### config.mk
export PLATFORM = sky130hd
export DESIGN_NAME = alu_arbiter
export DESIGN_NICKNAME = d
export VERILOG_FILES = /design/src/rtl/alu_arbiter.sv
export SDC_FILE = /design/constraint.sdc
export NUM_CORES = 1
export LEC_CHECK = 0
export ABC_AREA = 0
export BUFFER_PORTS_ARGS = -buffer_cell sky130_fd_sc_hd__buf_2
export CAP_MARGIN = 20
export CORE_MARGIN = 2
export CORE_UTILIZATION = 33
export DETAILED_ROUTE_END_ITERATION = 8
export HOLD_SLACK_MARGIN = 0.15
export MAX_ROUTING_LAYER = met4
export PLACE_DENSITY = 0.57
export SLEW_MARGIN = 20
export SYNTH_ARGS = -nofsm -noshare
export SYNTH_HDL_FRONTEND = slang
export SYNTH_HIERARCHICAL = 1
export SYNTH_SLANG_ARGS = --single-unit
### constraint.sdc
create_clock -name clk -period 6.9 [get_ports clk]
set_clock_uncertainty 0.05 [all_clocks]
set_input_delay 0.345 -clock clk [delete_from_list [all_inputs] [get_ports clk]]
set_output_delay 0.345 -clock clk [all_outputs]
set_load 0.1 [all_outputs]
### src/rtl/alu_arbiter.sv
// Round-robin front-end that lets two requesters share one combinational ALU.
// A request is registered (EXEC), then its result is registered and held until consumed (RESP).

module alu #(
  parameter int n = 32,
  parameter int m = 4
) (
  input  logic [n-1:0] a,
  input  logic [n-1:0] b,
  input  logic [m-1:0] sel,
  input  logic         cin,
  output logic [n-1:0] res,
  output logic         cout,
  output logic         flag_neg,
  output logic         flag_overflow,
  output logic         flag_null
);
  localparam int SW = $clog2(n);

  localparam logic [m-1:0] SEL_RCA      = m'(0);
  localparam logic [m-1:0] SEL_RCS      = m'(1);
  localparam logic [m-1:0] SEL_AND      = m'(2);
  localparam logic [m-1:0] SEL_OR       = m'(3);
  localparam logic [m-1:0] SEL_XOR      = m'(4);
  localparam logic [m-1:0] SEL_SHIFT_LS = m'(5);
  localparam logic [m-1:0] SEL_SHIFT_LD = m'(6);
  localparam logic [m-1:0] SEL_SHIFT_AS = m'(7);
  localparam logic [m-1:0] SEL_SHIFT_AD = m'(8);

  logic [n:0]    sum_s;
  logic [n:0]    sgn_s;
  logic [n:0]    ext_s;
  logic [SW-1:0] sh_s;

  // Zero-extended sums give the carry/borrow; sign-extended sums give overflow.
  // Shifts run one bit wider so the last bit shifted out lands in cout.
  always_comb begin
    sum_s         = '0;
    sgn_s         = '0;
    ext_s         = '0;
    res           = '0;
    cout          = 1'b0;
    flag_overflow = 1'b0;
    sh_s          = b[SW-1:0];
    case (sel)
      SEL_RCA: begin
        sum_s         = {1'b0, a} + {1'b0, b} + {{n{1'b0}}, cin};
        sgn_s         = {a[n-1], a} + {b[n-1], b} + {{n{1'b0}}, cin};
        res           = sum_s[n-1:0];
        cout          = sum_s[n];
        flag_overflow = sgn_s[n] ^ sgn_s[n-1];
      end
      SEL_RCS: begin
        sum_s         = {1'b0, a} - {1'b0, b} - {{n{1'b0}}, cin};
        sgn_s         = {a[n-1], a} - {b[n-1], b} - {{n{1'b0}}, cin};
        res           = sum_s[n-1:0];
        cout          = sum_s[n];
        flag_overflow = sgn_s[n] ^ sgn_s[n-1];
      end
      SEL_AND: res = a & b;
      SEL_OR:  res = a | b;
      SEL_XOR: res = a ^ b;
      SEL_SHIFT_LS: begin
        ext_s = {1'b0, a} << sh_s;
        res   = ext_s[n-1:0];
        cout  = ext_s[n];
      end
      SEL_SHIFT_LD: begin
        ext_s = {a, 1'b0} >> sh_s;
        res   = ext_s[n:1];
        cout  = ext_s[0];
      end
      SEL_SHIFT_AS: begin
        ext_s         = {1'b0, a} << sh_s;
        res           = ext_s[n-1:0];
        cout          = ext_s[n];
        flag_overflow = (($signed(ext_s[n-1:0]) >>> sh_s) != $signed(a));
      end
      SEL_SHIFT_AD: begin
        ext_s = $signed({a, 1'b0}) >>> sh_s;
        res   = ext_s[n:1];
        cout  = ext_s[0];
      end
      default: begin
        res  = '0;
        cout = 1'b0;
      end
    endcase
    flag_neg  = res[n-1];
    flag_null = (res == '0);
  end
endmodule

module alu_arbiter #(
  parameter int n = 32,
  parameter int m = 4
) (
  input  logic         clk,
  input  logic         rst_n,
  input  logic         req0_valid,
  output logic         req0_ready,
  input  logic [n-1:0] req0_a,
  input  logic [n-1:0] req0_b,
  input  logic [m-1:0] req0_sel,
  input  logic         req0_cin,
  input  logic         req1_valid,
  output logic         req1_ready,
  input  logic [n-1:0] req1_a,
  input  logic [n-1:0] req1_b,
  input  logic [m-1:0] req1_sel,
  input  logic         req1_cin,
  output logic         rsp_valid,
  input  logic         rsp_ready,
  output logic         rsp_id,
  output logic [n-1:0] rsp_res,
  output logic         rsp_cout,
  output logic [2:0]   rsp_flags,
  output logic         busy
);
  typedef enum logic [1:0] {
    ST_IDLE = 2'd0,
    ST_EXEC = 2'd1,
    ST_RESP = 2'd2
  } state_t;

  state_t       state_q, state_d;
  logic         prio_q, prio_d;
  logic [n-1:0] op_a_q, op_a_d;
  logic [n-1:0] op_b_q, op_b_d;
  logic [m-1:0] op_sel_q, op_sel_d;
  logic         op_cin_q, op_cin_d;
  logic         op_id_q, op_id_d;
  logic         rsp_valid_q, rsp_valid_d;
  logic         rsp_id_q, rsp_id_d;
  logic [n-1:0] rsp_res_q, rsp_res_d;
  logic         rsp_cout_q, rsp_cout_d;
  logic [2:0]   rsp_flags_q, rsp_flags_d;
  logic         busy_q, busy_d;

  logic         grant_any_s;
  logic         grant_id_s;
  logic         accept_s;
  logic [n-1:0] alu_res_s;
  logic         alu_cout_s;
  logic         alu_neg_s;
  logic         alu_ovf_s;
  logic         alu_null_s;

  // The ALU only ever sees the operand register, never a live requester payload.
  alu #(.n(n), .m(m)) u_alu (
    .a             (op_a_q),
    .b             (op_b_q),
    .sel           (op_sel_q),
    .cin           (op_cin_q),
    .res           (alu_res_s),
    .cout          (alu_cout_s),
    .flag_neg      (alu_neg_s),
    .flag_overflow (alu_ovf_s),
    .flag_null     (alu_null_s)
  );

  // Round-robin grant: prio only matters when both requesters are valid.
  always_comb begin
    grant_any_s = 1'b0;
    grant_id_s  = 1'b0;
    if (req0_valid && req1_valid) begin
      grant_any_s = 1'b1;
      grant_id_s  = prio_q;
    end else if (req0_valid) begin
      grant_any_s = 1'b1;
      grant_id_s  = 1'b0;
    end else if (req1_valid) begin
      grant_any_s = 1'b1;
      grant_id_s  = 1'b1;
    end else begin
      grant_any_s = 1'b0;
      grant_id_s  = 1'b0;
    end
  end

  // Next-state logic for IDLE -> EXEC -> RESP.
  always_comb begin
    state_d = state_q;
    case (state_q)
      ST_IDLE: begin
        if (grant_any_s) state_d = ST_EXEC;
        else             state_d = ST_IDLE;
      end
      ST_EXEC: state_d = ST_RESP;
      ST_RESP: begin
        if (rsp_ready) state_d = ST_IDLE;
        else           state_d = ST_RESP;
      end
      default: state_d = ST_IDLE;
    endcase
  end

  // Handshake outputs plus next values of the operand and response registers.
  always_comb begin
    accept_s    = (state_q == ST_IDLE) && grant_any_s;
    req0_ready  = accept_s && !grant_id_s;
    req1_ready  = accept_s && grant_id_s;
    prio_d      = prio_q;
    op_a_d      = op_a_q;
    op_b_d      = op_b_q;
    op_sel_d    = op_sel_q;
    op_cin_d    = op_cin_q;
    op_id_d     = op_id_q;
    rsp_id_d    = rsp_id_q;
    rsp_res_d   = rsp_res_q;
    rsp_cout_d  = rsp_cout_q;
    rsp_flags_d = rsp_flags_q;
    if (accept_s) begin
      prio_d  = !grant_id_s;
      op_id_d = grant_id_s;
      if (grant_id_s) begin
        op_a_d   = req1_a;
        op_b_d   = req1_b;
        op_sel_d = req1_sel;
        op_cin_d = req1_cin;
      end else begin
        op_a_d   = req0_a;
        op_b_d   = req0_b;
        op_sel_d = req0_sel;
        op_cin_d = req0_cin;
      end
    end else begin
      prio_d = prio_q;
    end
    if (state_q == ST_EXEC) begin
      rsp_id_d    = op_id_q;
      rsp_res_d   = alu_res_s;
      rsp_cout_d  = alu_cout_s;
      rsp_flags_d = {alu_neg_s, alu_ovf_s, alu_null_s};
    end else begin
      rsp_id_d = rsp_id_q;
    end
    rsp_valid_d = (state_d == ST_RESP);
    busy_d      = (state_d != ST_IDLE);
  end

  // State, pointer and status flops.
  always_ff @(posedge clk or negedge rst_n) begin
    if (!rst_n) begin
      state_q     <= ST_IDLE;
      prio_q      <= 1'b0;
      rsp_valid_q <= 1'b0;
      busy_q      <= 1'b0;
    end else begin
      state_q     <= state_d;
      prio_q      <= prio_d;
      rsp_valid_q <= rsp_valid_d;
      busy_q      <= busy_d;
    end
  end

  // Operand and response registers; reset drops any in-flight operation.
  always_ff @(posedge clk or negedge rst_n) begin
    if (!rst_n) begin
      op_a_q      <= '0;
      op_b_q      <= '0;
      op_sel_q    <= '0;
      op_cin_q    <= 1'b0;
      op_id_q     <= 1'b0;
      rsp_id_q    <= 1'b0;
      rsp_res_q   <= '0;
      rsp_cout_q  <= 1'b0;
      rsp_flags_q <= 3'b000;
    end else begin
      op_a_q      <= op_a_d;
      op_b_q      <= op_b_d;
      op_sel_q    <= op_sel_d;
      op_cin_q    <= op_cin_d;
      op_id_q     <= op_id_d;
      rsp_id_q    <= rsp_id_d;
      rsp_res_q   <= rsp_res_d;
      rsp_cout_q  <= rsp_cout_d;
      rsp_flags_q <= rsp_flags_d;
    end
  end

  assign rsp_valid = rsp_valid_q;
  assign rsp_id    = rsp_id_q;
  assign rsp_res   = rsp_res_q;
  assign rsp_cout  = rsp_cout_q;
  assign rsp_flags = rsp_flags_q;
  assign busy      = busy_q;
endmodule
==> results.sh, run 1 <==
export IMPL_status="finished clean"
export IMPL_drc=0
export IMPL_cts_tree="yes"
export IMPL_postCtsSetupBuffers=0
export IMPL_h_tree_depth=3
export IMPL_ys_seq_area_share_pct=15.54
export IMPL_core_region_area_mm2=0.05392
export IMPL_yosysWarnings=6
export IMPL_gp_congestion=1.042
export IMPL_worstHoldStart="req1_a[2]"
export IMPL_die_w_um=237.8
export IMPL_cp_start_kind="flip-flop"
export IMPL_io_pins=184
export IMPL_critPathBufInv=1
export IMPL_maxCapViolations=0
export IMPL_tns_ns=0
export IMPL_crit_top_cell="mux2_2"
export IMPL_ys_flop_type="dfrtp_1"
export IMPL_cts_root_buffer="clkbuf_16"
export IMPL_hold_path_class="in -> reg"
export IMPL_cts_sinks=112
export IMPL_wl_per_cell_um=30.90
export IMPL_synth_area_leader_cell="dfrtp_1"
export IMPL_gr_usage_all_layers_pct=33.36
export IMPL_synth_edf_count=0
export IMPL_wl_mm=93.26
export IMPL_fin_crit_sh_pct=93.21
export IMPL_path_cells="buf_4 > mux2_2 > o211ai_1 > a22oi_1 > o311ai_0 > o21ai_0 > a221oi_1 > xnor2_1 > o22ai_1 > a2111oi_0 > nor4b_1 > a41oi_1 > a221o_1 > mux2_2"
export IMPL_clk_path_buf_depth=2
export IMPL_netlist_instances=2174
export IMPL_insertion_delay_ns=0.40
export IMPL_path_delay_family="compound AO/OA/AOI/OAI gates"
export IMPL_worst_pin_slew_ns=1.136
export IMPL_slowest_delay_ns=1.01
export IMPL_placementRows=85
export IMPL_slew_violations=0
export IMPL_die_area_mm2=0.05653
export IMPL_hpwl_mm=70.60
export IMPL_die_y_um=237.8
export IMPL_synthArstFlopShare_pct=100.0
export IMPL_crit_type="reg -> reg"
export IMPL_clk_pin_slew_worst_paths_ns=0.08
export IMPL_area_delta_synth_final_pct=14.39
export IMPL_vias=20151
export IMPL_syn_avg_cell_area_um2=8.295
export IMPL_grt_pass1_vias=19572
export IMPL_critPathArrivalTime_ns=6.67
export IMPL_synthDominantCellAreaShare_pct=15.54
export IMPL_gr_total_overflow=0
export IMPL_rsz0062_at_grt="no"
export IMPL_r2r_start="op_b_q[0]"
export IMPL_setup_viol=0
export IMPL_timing_fmax_mhz=155.5
export IMPL_crit_path_max_fanout=50
export IMPL_start_util_pct=33.44
export IMPL_final_hold_viol_count=0
export IMPL_synth_area_top_cells="dfrtp_1 16%, ha_1 8.9%, mux4_2 8.6%, mux2i_1 4.7%, mux2_2 4.6%"
export IMPL_drt_pass1_iterations=6
export IMPL_fin_crit_ns=6.431
export IMPL_antenna_found_initial=5
export IMPL_fillers=5418
export IMPL_synth_area_mm2=0.01803
export IMPL_synth_nets=2449
export IMPL_crit_path_top_delay_cell="o311ai_0"
export IMPL_required_ns=7.14
export IMPL_via_per_inst=6.677
export IMPL_drive_above_1_share_pct=20.17
export IMPL_synth_distinct_cells=87
export IMPL_crit_start="op_b_q[0]"
export IMPL_ys_seq_elements=112
export IMPL_grt_first_pass_wirelength_mm=135.3
export IMPL_portBuffers=183
export IMPL_ant_nets=0
export IMPL_grt_max_degree=95
export IMPL_drt_iter0_drc=2470
export IMPL_end_kind="flip-flop"
export IMPL_maxSlewHeadroom_pct=23.30
export IMPL_layout_nets=2590
export IMPL_cts_buffers=9
-- layout by cell type, fill, tap and decap left out, types with 19 or more instances in the layout --
master,instances
nor2b_1,19
mux2_2,74
ha_1,128
a21oi_1,126
nand2_1,146
buf_4,84
nor3_1,46
inv_1,114
buf_2,182
a211oi_1,22
mux2i_1,84
xnor2_1,37
mux4_2,69
o21ai_0,101
nor2_1,145
a221o_1,83
a221oi_1,25
a21o_1,35
o22ai_1,26
a22oi_1,36
dlygate4sd3_1,68
nand3_1,42
o211ai_1,38
and3_1,86
a31oi_1,34
dfrtp_1,107
nand2b_1,30
-- cells in the mapped netlist (8+ instances only) --
cell and instances:
nor2b_1 19, o2111ai_1 17, buf_1 28, o21a_1 17
nand4_1 12, o22ai_1 26, o21ai_0 101, nor2_1 145
buf_6 12, nor3b_1 10, xnor2_1 37, o211ai_1 38
nand3b_1 10, mux2i_1 84, mux4_2 69, o31ai_1 14
a211o_1 8, a21o_1 35, buf_2 26, ha_1 128
nor4_1 8, and3_1 87, xor2_1 18, nand3_1 42
mux4_1 12, a2111oi_0 9, o32ai_1 9, a211oi_1 22
dfrtp_1 112, a221o_1 83, nand2b_1 31, a31oi_1 34
inv_1 115, a22oi_1 36, a221oi_1 25, o221ai_1 15
a21oi_1 126, mux2_2 74, nand2_1 146, or2_2 10
nor3_1 46, clkbuf_1 135
-- area by class of cell --
class / instances / area, µm² / area share, %
inverter: 117 / 439.2 / 2.129
clock inverter: 7 / 90.09 / 0.4367
clock buffer: 9 / 225.2 / 1.092
timing repair buffer: 336 / 2262 / 10.97
multi-input combinational: 1739 / 13920 / 67.48
antenna: 2 / 5.005 / 0.02426
sequential: 112 / 2816 / 13.65
tap: 696 / 870.8 / 4.222
-- routing by layer --
metal / GRT usage, % / wire length (µm) / part of all wire, %
met5: - / 0 / 0
met4: 17.32 / 5446 / 5.8
met3: 7.746 / 9536 / 10
met2: 51.12 / 41900 / 45
met1: 40.91 / 36370 / 39
-- logic make-up after synthesis --
group | after synthesis | synth area share (%)
XOR/XNOR | 55 | 2.671
multiplexers | 239 | 19.65
flip-flops | 112 | 15.54
adder cells (fa/ha/maj) | 132 | 9.325
AND/OR/NAND/NOR | 612 | 17.23
buffers and inverters | 323 | 7.549
AO/OA/AOI/OAI | 701 | 28.04
-- through the flow --
step | area (µm²) | worst slack [ns] | instances | hold slack [ns] | util [%]
after floorplan | 18030 | 0.6785 | 2174 | -0.0005911 | -
after global placement | 19610 | 0.8358 | 2931 | 0.3790 | 36.36
after detailed placement | 19610 | 0.7407 | 2931 | 0.3952 | 36.36
after CTS | 20600 | 0.7434 | 3015 | 0.1579 | 38.21
after global routing | 20630 | 0.1320 | 3018 | 0.1632 | 38.26
final | 20630 | 0.4686 | 3018 | 0.1622 | 38.26
-- state kept, by name, indices dropped and copies added, names as in the netlist --
register	flops
state_q	2
op_sel_q	4
prio_q	1
rsp_cout	1
rsp_valid	1
rsp_res	32
rsp_flags	3
op_id_q	1
rsp_id	1
op_b_q	32
op_a_q	32
busy	1
op_cin_q	1
-- path summary, 6_finish.rpt --
kind,cells past startpoint,endpoint,slack (ns)
worst max-delay path,14,rsp_flags[1],0.47
worst min-delay path,2,op_a_q[2],0.16
worst max register to register,14,rsp_flags[1],0.47
worst min register to register,1,op_id_q,0.43
max in group asynchronous,3,op_b_q[0],4.96
min in group asynchronous,2,state_q[0],0.47
-- repair_timing --
action | 4_1_cts | 5_1_grt
hold buffers | 68 | 0
hold endpoints to repair | 118 | 0
gates resized for setup | 0 | 0
Power of run 1 is left out: the tool's default activity adds up to more than one toggle a clock period on the data nets, which glitch-free logic cannot reach.
==> inputs of run 2 (changes only) <==
BUFFER_PORTS_ARGS = -buffer_cell sky130_fd_sc_hd__clkbuf_2   (was -buffer_cell sky130_fd_sc_hd__buf_2)
SKIP_CTS_REPAIR_TIMING = 1   (was not set)
==> run 2 against run 1 <==
Via count up 1.1%. Clock-buffer cell count is the same. Register-to-register slack improved by 0.20 ns. Worst hold slack got worse by 0.036 ns. Die area unchanged. Critical path type unchanged. Critical endpoint unchanged.
==> results.sh, run 2 (synthesis results as in run 1) <==
export IMPL_status="finished clean"
export IMPL_drt_pass1_iterations=6
export IMPL_reg2reg_to="rsp_flags[1]"
export IMPL_route_met2_wl_mm=41.37
export IMPL_worst_pin_slew_ns=1.147
export IMPL_stdcell_area_mm2=0.02056
export IMPL_tns_ns=0
export IMPL_drc=0
export IMPL_critPathArrivalTime_ns=6.48
export IMPL_placementRows=85
export IMPL_cts_buffers=9
export IMPL_fillers=5534
export IMPL_layout_nets=2581
export IMPL_endpoint="rsp_flags[1]"
export IMPL_hold_path_class="in -> reg"
export IMPL_fin_crit_sh_pct=90.30
export IMPL_portBuffers=183
export IMPL_required_ns=7.15
export IMPL_crit_type="reg -> reg"
export IMPL_antenna_found_initial=0
export IMPL_met1Wirelength_mm=36.87
export IMPL_worstHoldStart="req1_b[12]"
export IMPL_io_pins=184
export IMPL_wl_mm=93.65
export IMPL_ant_nets=0
export IMPL_fin_crit_ns=6.231
export IMPL_ff2ff_path_depth=15
export IMPL_crit_start="op_b_q[0]"
export IMPL_via_per_inst=6.775
export IMPL_start_util_pct=33.44
export IMPL_wl_per_cell_um=31.13
export IMPL_regArea_mm2=0.002816
export IMPL_rrSetupSlack_ns=0.67
export IMPL_setup_viol=0
export IMPL_cp_start_kind="flip-flop"
export IMPL_multiInputGateArea_mm2=0.01392
export IMPL_grt_max_degree=117
export IMPL_cts_tree="yes"
export IMPL_vias=20378
export IMPL_layout_commonest_cell="clkbuf_2"
export IMPL_insertion_delay_ns=0.40
export IMPL_gp_congestion=1.056
export IMPL_cts_sinks=112
export IMPL_final_cell_mix="182 x clkbuf_2, 146 x nand2_1, 145 x nor2_1"
export IMPL_r2r_start="op_b_q[0]"
export IMPL_h_tree_depth=3
export IMPL_grt_first_pass_wirelength_mm=133.8
export IMPL_crit_path_max_fanout=116
export IMPL_die_y_um=237.8
export IMPL_clk_pin_slew_worst_paths_ns=0.09
export IMPL_slew_violations=0
export IMPL_gr_usage_all_layers_pct=33.06
export IMPL_dpl_cell_area_mm2=0.01964
export IMPL_final_hold_viol_count=0
export IMPL_gr_total_overflow=0
export IMPL_clk_path_buf_depth=2
export IMPL_hpwl_mm=70.25
export IMPL_die_w_um=237.8
export IMPL_maxCapViolations=0
export IMPL_area_delta_synth_final_pct=14.04
export IMPL_end_kind="flip-flop"
export IMPL_hold_ws_ns=0.1258
export IMPL_die_area_mm2=0.05653
export IMPL_drt_iter0_drc=2378
export IMPL_maxSlewHeadroom_pct=23.35
export IMPL_highest_signal_layer="met4"
export IMPL_core_region_area_mm2=0.05392
export IMPL_rsz0062_at_grt="no"
export IMPL_grt_pass1_vias=19081
export IMPL_timing_fmax_mhz=160.5
export IMPL_drive_above_1_share_pct=20.16
export IMPL_cts_root_buffer="clkbuf_16"
export IMPL_wl_met3_mm=9.335
[run 2: cell count changes in the layout (fill, tap and decap cells not counted), sizes merged]
cell	before	now
clkinv	2	3
dlygate4sd3	68	61
bufinv	1	0
clkinvlp	2	0
clkbuf	9	191
inv	119	121
diode	2	1
buf	268	84
[run 2: area by class of cell]
type | instances | share of cell area, %
multi-input cells | 1739 | 67.71
flip-flops and latches | 112 | 13.70
repair buffers | 327 | 10.71
well taps | 696 | 4.235
inverters | 117 | 2.136
clock buffers | 9 | 1.095
clock inverters | 7 | 0.4076
diodes | 1 | 0.01217
[run 2: per-layer routing]
layer | vias up | global-route usage [%]
li1 | 8668 | -
met1 | 10103 | 41.43
met2 | 1316 | 49.63
met3 | 291 | 7.026
met4 | 0 | 18.14
met5 | - | -
[run 2: critical path: stages (launching register included)]
cell and delay [ns]:
dfrtp_4 0.69, buf_12 0.60, mux2_2 0.42, o211ai_1 0.46
a22oi_1 0.39, o311ai_0 0.40, buf_4 0.22, o21ai_0 0.08
a221oi_1 0.77, xnor2_1 0.19, o22ai_1 0.11, a2111oi_0 0.58
nor4b_1 0.35, a41oi_1 0.22, a221o_1 0.29, mux2_2 0.25
[run 2: worst min path at each step]
stage	endpoint	cells past startpoint
after floorplan	busy	0
after global placement	state_q[0]	1
after detailed placement	state_q[0]	1
after CTS	state_q[0]	1
after global routing	op_b_q[12]	2
final	op_b_q[12]	2
[run 2: stage by stage]
stage                     cells  setup slack (ns)  util (%)
final                      3008            0.6694     38.14
after global routing       3007            0.4403     38.13
after CTS                  2946            0.8429     36.99
after detailed placement   2930            0.8472     36.42
after global placement     2930            0.9516     36.42
after floorplan            2174            0.6785         -
Power of run 2 is left out for the same reason.
